### src/rtl/ofdm_rx_pkg.sv
// Shared defaults and types for the OFDM RX cyclic-prefix removal path.
package ofdm_rx_pkg;

    localparam int DATA_W_DEF = 14;
    localparam int N_FFT_DEF  = 64;
    localparam int CP_LEN_DEF = 16;

    typedef enum logic [1:0] {
        IDLE,
        SKIP_CP,
        PASS,
        DROP
    } cp_state_t;

    // Default-width FIFO entry; the top re-declares it at its own DATA_W.
    typedef struct packed {
        logic                  sop;
        logic                  eop;
        logic [DATA_W_DEF-1:0] re;
        logic [DATA_W_DEF-1:0] im;
    } fifo_entry_t;

endpackage

### src/rtl/ofdm_sample_fifo.sv
// Synchronous first-word-fall-through FIFO with a free-entry count.
// Head data reads as zero while empty.
module ofdm_sample_fifo #(
    parameter int WIDTH = 30,
    parameter int DEPTH = 128
) (
    input  logic                      clk,
    input  logic                      reset,
    input  logic                      wr_en,
    input  logic [WIDTH-1:0]          wr_data,
    input  logic                      rd_en,
    output logic                      rd_valid,
    output logic [WIDTH-1:0]          rd_data,
    output logic [$clog2(DEPTH):0]    free
);

    localparam int AW = $clog2(DEPTH);

    logic [WIDTH-1:0] mem [DEPTH];
    logic [AW-1:0]    wr_ptr;
    logic [AW-1:0]    rd_ptr;
    logic [AW:0]      count;
    logic             do_rd;
    logic             do_wr;

    assign do_rd = rd_en && (count != '0);
    // A write while full is only legal when the head is consumed on the same edge.
    assign do_wr = wr_en && ((count != (AW+1)'(DEPTH)) || do_rd);

    always_ff @(posedge clk) begin
        if (reset) begin
            wr_ptr <= '0;
            rd_ptr <= '0;
            count  <= '0;
        end else begin
            if (do_wr) wr_ptr <= wr_ptr + 1'b1;
            if (do_rd) rd_ptr <= rd_ptr + 1'b1;
            count <= count + (AW+1)'(do_wr) - (AW+1)'(do_rd);
        end
    end

    always_ff @(posedge clk) begin
        if (do_wr) mem[wr_ptr] <= wr_data;
    end

    assign rd_valid = (count != '0);
    assign rd_data  = rd_valid ? mem[rd_ptr] : '0;
    assign free     = (AW+1)'(DEPTH) - count;

endmodule

### src/rtl/ofdm_cp_remover.sv
// Strips the cyclic prefix from each OFDM symbol and queues whole useful symbols
// for the FFT. Define CP_REMOVE_STATS_EN to add sym_count/drop_count outputs.
module ofdm_cp_remover
    import ofdm_rx_pkg::*;
#(
    parameter int DATA_W     = DATA_W_DEF,
    parameter int N_FFT      = N_FFT_DEF,
    parameter int CP_LEN     = CP_LEN_DEF,
    parameter int FIFO_DEPTH = 128
) (
    input  logic              clk,
    input  logic              reset,
    input  logic              in_valid,
    input  logic [DATA_W-1:0] in_real,
    input  logic [DATA_W-1:0] in_imag,
    input  logic              sym_start,
    output logic              out_valid,
    input  logic              out_ready,
    output logic [DATA_W-1:0] out_real,
    output logic [DATA_W-1:0] out_imag,
    output logic              out_sop,
    output logic              out_eop,
    output logic              sync_err,
    output logic              overflow
`ifdef CP_REMOVE_STATS_EN
    ,
    output logic [15:0]       sym_count,
    output logic [15:0]       drop_count
`endif
);

    localparam int MAXC  = (N_FFT > CP_LEN) ? N_FFT : CP_LEN;
    localparam int CNT_W = (MAXC > 1) ? $clog2(MAXC) : 1;
    localparam int FW    = $clog2(FIFO_DEPTH);

    typedef struct packed {
        logic              sop;
        logic              eop;
        logic [DATA_W-1:0] re;
        logic [DATA_W-1:0] im;
    } entry_t;

    cp_state_t        state, state_n;
    logic [CNT_W-1:0] cnt, cnt_n;
    logic             err_n;
    logic             ovf_set;
    logic             entry_chk;
    logic             wr_en;
    logic             last_useful;
    entry_t           wr_entry;
    entry_t           rd_entry;
    logic [FW:0]      free;

    assign last_useful = (cnt == CNT_W'(N_FFT - 1));

    always_comb begin
        state_n   = state;
        cnt_n     = cnt;
        err_n     = 1'b0;
        ovf_set   = 1'b0;
        entry_chk = 1'b0;
        wr_en     = 1'b0;
        wr_entry  = '0;
        if (in_valid) begin
            case (state)
                IDLE: begin
                    if (sym_start) begin
                        if (CP_LEN == 1) begin
                            entry_chk = 1'b1;
                        end else begin
                            cnt_n   = CNT_W'(1);
                            state_n = SKIP_CP;
                        end
                    end
                end
                SKIP_CP: begin
                    // cnt is always 0 here when CP_LEN==1, so resync implies CP_LEN>1
                    if (sym_start && (cnt != '0)) begin
                        err_n = 1'b1;
                        cnt_n = CNT_W'(1);
                    end else if (cnt == CNT_W'(CP_LEN - 1)) begin
                        entry_chk = 1'b1;
                    end else begin
                        cnt_n = cnt + 1'b1;
                    end
                end
                PASS, DROP: begin
                    wr_en        = (state == PASS);
                    wr_entry.sop = (cnt == '0);
                    wr_entry.eop = last_useful;
                    wr_entry.re  = in_real;
                    wr_entry.im  = in_imag;
                    err_n        = sym_start;
                    if (last_useful) begin
                        state_n = SKIP_CP;
                        cnt_n   = '0;
                    end else begin
                        cnt_n = cnt + 1'b1;
                    end
                end
                default: state_n = IDLE;
            endcase
            // Space for the whole symbol is reserved here, so PASS writes never see a full FIFO.
            if (entry_chk) begin
                cnt_n = '0;
                if (free >= (FW+1)'(N_FFT)) begin
                    state_n = PASS;
                end else begin
                    state_n = DROP;
                    ovf_set = 1'b1;
                end
            end
        end
    end

    always_ff @(posedge clk) begin
        if (reset) begin
            state    <= IDLE;
            cnt      <= '0;
            sync_err <= 1'b0;
            overflow <= 1'b0;
        end else begin
            state    <= state_n;
            cnt      <= cnt_n;
            sync_err <= err_n;
            if (ovf_set) overflow <= 1'b1;
        end
    end

    ofdm_sample_fifo #(
        .WIDTH (2*DATA_W + 2),
        .DEPTH (FIFO_DEPTH)
    ) u_fifo (
        .clk      (clk),
        .reset    (reset),
        .wr_en    (wr_en),
        .wr_data  (wr_entry),
        .rd_en    (out_ready),
        .rd_valid (out_valid),
        .rd_data  (rd_entry),
        .free     (free)
    );

    assign out_sop  = rd_entry.sop;
    assign out_eop  = rd_entry.eop;
    assign out_real = rd_entry.re;
    assign out_imag = rd_entry.im;

`ifdef CP_REMOVE_STATS_EN
    logic sym_done;
    assign sym_done = in_valid && (state == PASS) && last_useful;

    always_ff @(posedge clk) begin
        if (reset) begin
            sym_count  <= '0;
            drop_count <= '0;
        end else begin
            if (sym_done && (sym_count != '1)) sym_count <= sym_count + 1'b1;
            if (ovf_set && (drop_count != '1)) drop_count <= drop_count + 1'b1;
        end
    end
`endif

endmodule

### config.mk
export PLATFORM = sky130hd
export DESIGN_NAME = ofdm_cp_remover
export DESIGN_NICKNAME = d
export VERILOG_FILES = /design/src/rtl/ofdm_rx_pkg.sv /design/src/rtl/ofdm_sample_fifo.sv /design/src/rtl/ofdm_cp_remover.sv
export SDC_FILE = /design/constraint.sdc
export NUM_CORES = 2
export LEC_CHECK = 0
export CAP_MARGIN = 40
export CORE_MARGIN = 2
export CORE_UTILIZATION = 45
export CTS_BUF_LIST = sky130_fd_sc_hd__clkbuf_4
export DETAILED_ROUTE_END_ITERATION = 16
export MAX_ROUTING_LAYER = met4
export PLACE_DENSITY_LB_ADDON = 0.1
export SLEW_MARGIN = 20
export SYNTH_ARGS = -nofsm -noshare
export SYNTH_HDL_FRONTEND = slang
export SYNTH_SLANG_ARGS = --single-unit
### constraint.sdc
create_clock -name clk -period 6.9 [get_ports clk]
set_clock_uncertainty 0.15 [all_clocks]
set_input_delay 1.035 -clock clk [delete_from_list [all_inputs] [get_ports clk]]
set_output_delay 1.035 -clock clk [all_outputs]
set_load 0.005 [all_outputs]
# Yosys cells after proc, flatten, opt, wreduce, memory -nomap -nowiden

Memory sizes are Yosys's and may differ from the RTL's. A register that Yosys moved wholly into a read port is not among the register bits.
Cells that the tools add are included.

Register bits: 32
Bits in writable memories: 3840
Memories kept: 1
Bits of input ports: 33

Bitwise gates (word level): 1
$lt $le $gt $ge: 1
Reduce and logical (&&, ||, !) cells: 13
Equal/unequal tests: 9
$add $sub $neg: 6
Muxes and demuxes: 29

Memories:

| name       | depth | width | rd ports | clocked after memory_dff | wr ports | RTL line               | RTL |
|---|---|---|---|---|---|---|---|
| u_fifo.mem | 128   | 30    | 1        | 1                        | 1        | ofdm_sample_fifo.sv:19 | `logic [WIDTH-1:0] mem [DEPTH];` |

Operators with widths:

| cell                | number |
|---|---|
| $mux 30             | 3 |
| $mux 6              | 5 |
| $pmux 6 s3          | 1 |
| $add 7x1->7 const B | 2 |
| $mux 7              | 2 |
| $mux 1              | 13 |
| $add 8x1->8         | 1 |
| $ge 8x7->1 const B  | 1 |
| $ne 8x8->1 const B  | 1 |
| $reduce_bool 8->1   | 1 |
| $sub 8x1->8         | 1 |
| $sub 8x8->8 const A | 1 |
| $add 6x1->6 const B | 1 |
| $eq 6x4->1 const B  | 1 |
| $eq 6x6->1 const B  | 1 |
| $logic_not 6->1     | 1 |
| $mux 2              | 3 |
| $ne 3x3->1 const B  | 2 |
| $reduce_bool 6->1   | 1 |
| $eq 2x2->1 const B  | 2 |
| $ne 4x4->1 const B  | 1 |
| $pmux 2 s2          | 1 |
| $reduce_and 4->1    | 1 |
| $reduce_or 2->1     | 2 |
| 8 further kinds     | 10 |

# Longest topological paths before layout

Depth in word-level cells: 7
Gate-level depth with buffers: 15
Mapped depth without buffers: 14

# By module

A second synthesis with hierarchy kept.

Cells, all modules: 6732
Area, all modules: 148800.2 µm²

By module, submodules not included:

| module           | times used | area an instance (µm²) | cells an instance |
|---|---|---|---|
| ofdm_sample_fifo | 1          | 147964.4               | 6619 |
| ofdm_cp_remover  | 1          | 835.8                  | 113 |

# Least setup slack after synthesis

OpenSTA, ideal clock, no wires.

Path kind: input to register
Start point: in in_valid
End point: mem u_fifo.mem[0][28], data pin
Stages on the path: 3
Data arrival time: 4.304 ns
Library setup time: 0.797 ns
Slack: 1.649 ns
Data required time: 5.953 ns
Cell sequence: clkbuf_2 > nand2_1 > nor2_1

Longest elaborated chain between the ends: 1

Ends and longest elaborated chain:

| what                         | RTL line               | RTL |
|---|---|---|
| start: declaration           | ofdm_cp_remover.sv:13  | `input logic in_valid,` |
| $mux 30                      | ofdm_cp_remover.sv:64  | `if (in_valid) begin` |
| named net u_fifo.wr_data[28] | ofdm_sample_fifo.sv:10 | `input logic [WIDTH-1:0] wr_data,` |
| end: declaration             | ofdm_sample_fifo.sv:19 |  |

The timed path passes the listed nets, and every way through them passes these cells.

==> results.md <==
* Status: complete, no violations
* Seq/Total Area, Yosys at 78.43%
* GR Util All Layers at 25.76%
* Max stage delay on crit path at 0.69 ns
* Origin of the critical flop-to-flop path: state[1]
* Max Cap Viol at 0
* Setup violations, final at 0
* Synthesis-stage register bit count at 3879
* Pins Over Slew Limit at 0
* Final instance area at 171300 um^2
* Slew headroom at 25.66%
* Worst R2R Setup Slack at 2.11 ns
* Ys async rst share at 0%
* Clk network pwr share at around two fifths
* Layout area overhead at 15.75%
* P_sw at 11.63 mW
* CP arrival at between 5 and 6 ns
* Crit path kind: reg -> out
* CP Cell Sequence: buf_12, buf_4, buf_4, buf_12, mux2i_1, a22oi_1, nand2_1, o21ai_0, o21ai_0, nand3_1, clkdlybuf4s50_1
* Placed insts at 11260
* Wire length per cell at 32.18 um
* Synth top area cells: edfxtp_1 78%, mux4_2 13%, a22oi_1 2.1%, mux2i_1 2.0%, a211oi_1 0.61%
* Worst Reg-to-Reg Cells at 8
* Final TNS setup at 0 ns
* Initial Util at around 45%
* Crit. End Element: output port
* Distinct cells, synth at 50
* Worst Setup Start Kind: flop
* Slowest CP cell: o21ai_0
* Slack of the critical path at 0.1602 ns
* Largest net degree at the start of global routing at 129
* Fin crit share at 97.68%
* Most common cell in the netlist: edfxtp_1
* Top cells by count, synth: 3840 x edfxtp_1, 840 x mux4_2, 420 x a22oi_1
* Drt first pass iters at 5
* Iteration-0 DRC Markers at approximately 8000
* Cell depth of the worst setup path at 11
* Final core occ at 52.33%
* TritonCTS Sinks at 3879
* Slew @ Worst Pin at 1.115 ns
* Chip height at 577.5 um
* Final ANT Viol Nets at 0
* Post-layout min period at 6.740 ns
* CTS max path bufs at 4
* Power Density at 283.1 nW/um^2
* Die width at 577.5 um
* CP max FO at 69
* Seq pwr share at 52.6%
* Leak at 44.34 nW
* Worst Path Buf+Inv at 5
* Hold path start: reset
* Total internal power at around 37 mW
* Final hold slack at 0.1897 ns
* CP endpoint: out_imag[7]
* Fmax at ~150 MHz
* TritonCTS clock tree: yes
* Number of global-route vias before repair at 78410
* Primary FF master, synth: edfxtp_1
* Vias at about 77000
* Critical path's top delay family: buffers and inverters
* Final wirelength at 417.3 mm
* Gp weighted congestion at roughly 0.83
* Nets at 7955
* Clock Latency Late Sink at 1.65 ns
* Hpwl dp at approximately 250 mm
* Sw Ratio at a little under a quarter
* Remaining DRCs at 0
* H-tree depth at 6
* Placed cell areas at approximately 160000 um^2
* Rows at 210
* First-pass GRT wire length at 586.9 mm
* Core area at 327400 um^2
* Crit path required time at 5.71 ns
* Clock Pin Slew Worst Setup and Hold Paths at ~0.07 ns
* YS warnings at 0
* Final Hold Fails at 0
* Combinational Power Share at 8.9%
* Die area at 333500 um^2
* # IOs at 66
* Worst R2R End: u_fifo.mem[76][3]
* Maximum VDD drop at 0.2285 mV
* Layout cells sized above 1 at a little over a third
* HP Class: in -> reg
* Final Power at 48.51 mW
* Syn Area/Cell at 21.86 um^2
* Port bufs at 65
* DR vias/cell at 5.908
* GRT overflow at 0
* Post-synth EDFFs at 3840
* Post-Layout Cell Count at 12970
* Clock buffer count from CTS at approximately 960
* Clock Tree Root: clkbuf_4
* Cell taking the most area after synthesis: edfxtp_1
* Top-area cell type share of the netlist area at 77.91%
* Initial antenna violation count at 15
* Mapped Nets at between 6000 and 7000
* Gate Count Post-Synth at 6771
* DP Worst Slack at 0.9172 ns
* Cell Area, Synth at 148000 um^2
[tightest hold or removal path, cell delays in order]
cell	delay (ns)
dlygate4sd3_1	0.52
buf_2	0.25
nor3_1	0.09
[power by group through the flow]
stage | sequential, mW | clock [mW] | combinational [mW]
floorplan | 26.0 | 0 | 2.81
global placement | 26.1 | 0 | 4.19
detailed placement | 26.1 | 0 | 4.19
CTS | 25.5 | 19.2 | 4.40
global route | 25.5 | 20.4 | 4.56
finish | 25.5 | 18.7 | 4.30
[placed cells by master (no fill, tap or decap), drive strengths merged, types with 79 or more instances in the layout]
| master | count |
|---|---|
| nor2b | 79 |
| mux4 | 840 |
| a22oi | 420 |
| nand2 | 93 |
| clkinv | 226 |
| mux2i | 302 |
| a21oi | 137 |
| clkbuf | 1394 |
| a211oi | 120 |
| buf | 494 |
| nor2 | 199 |
| edfxtp | 3840 |
[state kept, by name, indices dropped and copies added, names as in the netlist, named ones only]
register       flops
cnt                6
overflow           1
state              2
sync_err           1
u_fifo.count       8
u_fifo.mem      3840
u_fifo.rd_ptr      7
u_fifo.wr_ptr      7
[kinds of logic after synthesis]
group	synth area share, %
buf+inv	1.198
simple gates	1.723
mux	14.82
fa+ha+maj	0.1657
flops	78.43
compound gates	3.567
xor+xnor	0.08876
[worst min-delay path by stage]
stage,cells after the start,to,slack [ns]
2_1_floorplan,2,overflow,0.31
3_5_place_dp,2,overflow,0.32
3_3_place_gp,2,overflow,0.33
6_report,3,sync_err,0.19
4_1_cts,2,u_fifo.mem[18][4],0.006
5_1_grt,2,u_fifo.mem[17][25],0.06
[layer usage]
| layer | GRT usage (%) | part of all wire [%] | wire length (um) |
|---|---|---|---|
| met5 | - | 0 | 0 |
| met4 | 8.013 | 2.9 | 12240 |
| met3 | 4.378 | 7.1 | 29740 |
| met2 | 39.03 | 47 | 197100 |
| met1 | 35.96 | 43 | 178200 |
[final cells by class]
cell class | count | area (um^2)
Sequential cell | 3879 | 116100
Fill cell | 26310 | 156100
Clock buffer | 1394 | 10470
Multi-Input combinational cell | 2482 | 31710
Inverter | 14 | 52.55
Antenna cell | 19 | 47.55
Clock inverter | 262 | 1458
Timing Repair Buffer | 571 | 6041
Tap cell | 4346 | 5438
[repair_timing]
action	CTS	global route
setup endpoints to repair	30	5
hold endpoints to repair	75	0
hold buffers	11	0
resized for setup	51	5
setup buffers	11	0
pin swaps	6	0
gates cloned	2	0
No activity file was read; power rests on OpenSTA's default activity.
